`config.mk`:
```
export PLATFORM = sky130hd
export DESIGN_NAME = apb_slave
export DESIGN_NICKNAME = d
export VERILOG_FILES = /design/src/rtl/apb_i2c_pkg.sv /design/src/rtl/apb_slave.sv
export SDC_FILE = /design/constraint.sdc
export NUM_CORES = 1
export LEC_CHECK = 0
export ABC_AREA = 0
export CAP_MARGIN = 20
export CORE_ASPECT_RATIO = 0.7
export CORE_UTILIZATION = 35
export DETAILED_ROUTE_END_ITERATION = 8
export PLACE_DENSITY = 0.81
export RECOVER_POWER = 25
export SYNTH_ARGS = -nofsm -noshare
export SYNTH_HDL_FRONTEND = slang
export SYNTH_SLANG_ARGS = --single-unit
```
`constraint.sdc`:
```
create_clock -name PCLK -period 2.6 [get_ports PCLK]
set_input_delay 0.26 -clock PCLK [delete_from_list [all_inputs] [get_ports PCLK]]
set_output_delay 0.26 -clock PCLK [all_outputs]
set_load 0.005 [all_outputs]
```
`src/rtl/apb_i2c_pkg.sv`:
```
// Shared constants and types for the APB front end of the I2C controller.
// Holds the register address map, bus/byte widths and the APB phase FSM encoding.
package apb_i2c_pkg;

    localparam int unsigned DataWidth = 32;
    localparam int unsigned ByteWidth = 8;

    localparam logic [DataWidth-1:0] AddrCtrl = 32'h0000_0000;
    localparam logic [DataWidth-1:0] AddrStat = 32'h0000_0004;
    localparam logic [DataWidth-1:0] AddrData = 32'hFF00_0000;

    typedef enum logic [1:0] {
        StIdle,
        StSetup,
        StAccess
    } apb_state_e;

endpackage

```
`src/rtl/apb_slave.sv`:
```
// APB slave exposing the I2C control, status and data registers.
// Address decode, phase FSM and register bank are kept inline.
module apb_slave
    import apb_i2c_pkg::*;
(
    input  logic                 PCLK,
    input  logic                 PRESETn,
    input  logic                 PSEL,
    input  logic                 PENABLE,
    input  logic                 PWrite,
    input  logic [DataWidth-1:0] PADDR,
    input  logic [DataWidth-1:0] PWDATA,
    input  logic [DataWidth-1:0] Dout,
    input  logic                 ready,
    input  logic [ByteWidth-1:0] i2c_stat,
    output logic [ByteWidth-1:0] i2c_con1,
    output logic [ByteWidth-1:0] i2c_con2,
    output logic [DataWidth-1:0] PRDATA,
    output logic [DataWidth-1:0] Din,
    output logic                 PREADY,
    output logic                 PSLVERR
);

    apb_state_e           state_q, state_d;
    logic [ByteWidth-1:0] con1_q, con1_d;
    logic [ByteWidth-1:0] con2_q, con2_d;
    logic [DataWidth-1:0] din_q, din_d;

    logic access, sel_ctrl, sel_stat, sel_data, unmapped;
    logic proto_err, err, pready;

    // Outputs are gated by PRESETn so they read 0 for the whole reset interval.
    always_comb begin
        access    = PRESETn & PSEL & PENABLE;
        sel_ctrl  = (PADDR == AddrCtrl);
        sel_stat  = (PADDR == AddrStat);
        sel_data  = (PADDR == AddrData);
        unmapped  = ~(sel_ctrl | sel_stat | sel_data);
        proto_err = access && (state_q == StIdle);

        if (!access) begin
            pready = 1'b0;
        end else if (proto_err || !sel_data) begin
            pready = 1'b1;
        end else begin
            pready = ready;
        end

        err = proto_err | unmapped | (sel_stat & PWrite);
    end

    always_comb begin
        state_d = state_q;
        unique case (state_q)
            StIdle: begin
                if (PSEL && !PENABLE) state_d = StSetup;
            end
            StSetup: begin
                // A zero-wait transfer finishes here; only a stalled one parks in StAccess.
                if (!PSEL) begin
                    state_d = StIdle;
                end else if (PENABLE) begin
                    state_d = pready ? StIdle : StAccess;
                end
            end
            StAccess: begin
                if (PSEL && PENABLE) begin
                    if (pready) state_d = StIdle;
                end else if (PSEL) begin
                    state_d = StSetup;
                end else begin
                    state_d = StIdle;
                end
            end
            default: state_d = StIdle;
        endcase
    end

    always_comb begin
        con1_d = con1_q;
        con2_d = con2_q;
        din_d  = din_q;
        if (pready && PWrite && !err) begin
            if (sel_ctrl) begin
                con1_d = PWDATA[7:0];
                con2_d = PWDATA[15:8];
            end
            if (sel_data) din_d = PWDATA;
        end
    end

    always_comb begin
        PRDATA = '0;
        if (pready && !PWrite && !err) begin
            if (sel_ctrl) begin
                PRDATA = {16'h0, con2_q, con1_q};
            end else if (sel_stat) begin
                PRDATA = {24'h0, i2c_stat};
            end else begin
                PRDATA = Dout;
            end
        end
    end

    always_ff @(posedge PCLK or negedge PRESETn) begin
        if (!PRESETn) begin
            state_q <= StIdle;
            con1_q  <= '0;
            con2_q  <= '0;
            din_q   <= '0;
        end else begin
            state_q <= state_d;
            con1_q  <= con1_d;
            con2_q  <= con2_d;
            din_q   <= din_d;
        end
    end

    assign PREADY   = pready;
    assign PSLVERR  = pready & err;
    assign i2c_con1 = con1_q;
    assign i2c_con2 = con2_q;
    assign Din      = din_q;

endmodule

```
==> results_dict.tcl <==
set metrics [dict create \
    grt_pass1_wl_um 14850 \
    synthMuxAreaShare_pct 19.93 \
    port_buffers 191 \
    gp_congestion 0.7748 \
    die_y_um 75.66 \
    drt_iter0_markers 69 \
    synthDistinctLibCells 31 \
    period_needed_ns 2.614 \
    design_area_um2 5157 \
    clock_sinks 50 \
    cts_buffers 5 \
    finalPower_mw 1.599 \
    critPathLaunch "PADDR[12]" \
    antenna_cells 0 \
    wire_per_inst_um 17.92 \
    setup_slack_ns -0.01384 \
    tritoncts "done" \
    cp-end-kind "output port" \
    htreeDepth 2 \
    yosysMostFrequentCell "dfrtp_1" \
    placed_area_um2 4918 \
    cp.required_ns 2.34 \
    wl_um 10110 \
    seq_area_frac_synth_pct 46.13 \
    grt_pass1_vias 2893 \
    max_freq_ghz 0.3826 \
    synth_area_leaders "dfrtp_1, mux2_2, nor4_1, nor3_1, nand4b_1" \
    start_util_pct 36.73 \
    synthToLayoutAreaGrowth_pct 90.13 \
    power_density_nw_per_um2 310.1 \
    rsz0062_at_grt "yes" \
    clk_latency_ns 0.29 \
    drc 0 \
    fin_worst_skew_ns 0.01322 \
    power_switching_mw 0.3415 \
    clk_path_buf_depth 2 \
    dp_hpwl_um 7588 \
    max_cap_viol_count 0 \
    yosys_warnings 0 \
    outcome "complete, but fails checks" \
    ys_seq_elements 50 \
    die-area_um2 8112 \
    coreArea_um2 7385 \
    setup.worst_path.start_class "input port" \
    worst_pin_slew_ns 1.234 \
    layout-drive-gt1-share_pct 29.18 \
    grt_use_total_pct 23.92 \
    synthSimpleGateAreaFrac_pct 20.16 \
    synth_compound_area_share_pct 9.640 \
    whs_ns 0.3879 \
    clock_power_share_pct 35.8 \
    synth_xor_area_share_pct 0.3229 \
    min_period_over_period_pct 100.5 \
    cp_max_fo 22 \
    critPathKind "in2out" \
    swShare_pct 21.35 \
    timing.slew.headroom_pct 17.71 \
    p_int_mw 1.258 \
    synthArstFlopShare_pct 100.0 \
    seq_power_share_pct 48.7 \
    io_pins 192 \
    synth_top_area_share_pct 46.13 \
    synthTopCellsByCount "dfrtp_1, mux2_2, nand2_1" \
    max-vdd-ir-drop_mv 0.2638 \
    tns_ns -0.01830 \
    fin_nets 575 \
    die_w_um 107.2 \
    antenna_found_initial 0 \
    p_leak_nw 2.259 \
    violations "negative setup slack" \
    vias 2920 \
    rows 26 \
    synth-edff-count 0 \
    synth_area_leader_cell "dfrtp_1" \
    critPathSlowestCell "clkdlybuf4s50_1" \
    grt_remaining_overflow 0 \
    synthesis.nets 359 \
    pwr-share-comb_pct 15.5 \
    critical_path_arrival_ns 2.35 \
    cp_cell_sequence "clkdlybuf4s50_1 > nor4_4 > and4_4 > nand4b_1 > buf_6 > nor3_1 > clkdlybuf4s50_1" \
    antenna_left 0 \
    maxSlewViolCount 0 \
    cts_root_buf "clkbuf_8" \
    synth_flop_cell "dfrtp_1" \
    place_ws_ns -0.4487 \
    reg2reg_setup_slack_ns 0.53 \
    setup_viol 3 \
    first_pass_iters 4 \
    syn_avg_cell_area_um2 10.89 \
    synth_top_family_by_area "simple AND/OR/NAND/NOR gates" \
    crit_top_cell "clkdlybuf4s50_1" \
    synthAdderAreaFrac_pct 0 \
    synthCells 249 \
    clkSlewWorstSetupHoldPaths_ns 0.10 \
    hold_class "in2async" \
    r2r-start "state_q[1]" \
    critPathMaxStageDelay_ns 0.53 \
    synth_area_um2 2713 \
    viasPerCell 5.177 \
    hold_viol_final 0 \
    grt_max_degree 51 \
]
-- area by class of cell --
class / instances / area [um^2]
Tap cell: 98 / 122.6
Inverter: 1 / 3.754
Timing Repair Buffer: 229 / 2163
Clock inverter: 2 / 38.79
Multi-Input combinational cell: 178 / 1495
Clock buffer: 6 / 82.58
Sequential cell: 50 / 1251
Fill cell: 590 / 2227
-- power groups by stage --
stage	Sequential (mW)	Clock [mW]	Combinational [mW]
global placement	0.795	0	0.237
floorplan	0.795	0	0.0338
global route	0.780	0.626	0.265
detailed placement	0.795	0	0.242
CTS	0.779	0.596	0.243
finish	0.779	0.572	0.248
-- state kept, by name, summed over array words and instances (netlist names) --
signal and flops:
Din 32, i2c_con1 8, i2c_con2 8, state_q 2
-- routing by layer --
layer / part of all wire [%] / vias up / GRT usage [%]
met1: 41 / 1425 / 29.87
met4: 0.83 / 0 / 3.957
met2: 50 / 105 / 42.72
li1: - / 1382 / -
met5: 0 / - / 0
met3: 8.0 / 8 / 6.672
-- worst paths after layout --
path,cells after the start,endpoint
worst max-delay path,7,PRDATA[23]
worst min register to register,1,state_q[0]
worst max register to register,6,Din[28]
max in group asynchronous,2,Din[26]
min in group PCLK,4,state_q[1]
worst min-delay path,2,i2c_con2[6]
-- through the flow --
stage	utilization, %	instances
detailed placement	66.60	551
floorplan	-	249
global placement	66.60	551
CTS	69.21	563
finish	69.84	564
global route	69.84	564
-- layout by cell type, fill, tap and decap left out, drive strengths merged --
cell type / instances
inv: 2
dlymetal6s2s: 1
buf: 45
or4: 4
nand4: 5
o21ai: 9
a21oi: 8
a2111oi: 8
clkdlybuf4s50: 148
o31ai: 1
o21a: 1
dfrtp: 50
xor2: 1
nand4b: 9
nand2: 18
o211a: 1
or2: 1
dlygate4sd2: 23
clkdlybuf4s15: 8
mux2: 48
nor4: 16
and4: 2
nand3: 2
bufinv: 1
a211oi: 10
nor4bb: 1
nor3: 17
a31oi: 1
nor2b: 8
nor2: 6
nor3b: 1
clkbuf: 10
-- logic make-up after synthesis --
logic type,count (synthesis)
AND/OR/NAND/NOR,90
flip-flops,50
multiplexers,48
AO/OA/AOI/OAI,39
buffers and inverters,21
XOR/XNOR,1
-- worst max-delay path: cells and delay by family --
kind                   cells  cell delay (ns)
AND/OR/NAND/NOR            4             0.90
buffers and inverters      3             1.18
-- timing repair --
action	4_1_cts	5_1_grt
endpoints found under the setup margin	33	27
gates cloned	1	0
buffers inserted	4	1
hold buffers	0	0
endpoints found under the hold margin	0	0
pin swaps	16	5
resized for setup	92	18
Power figures use the tool's default switching activity.
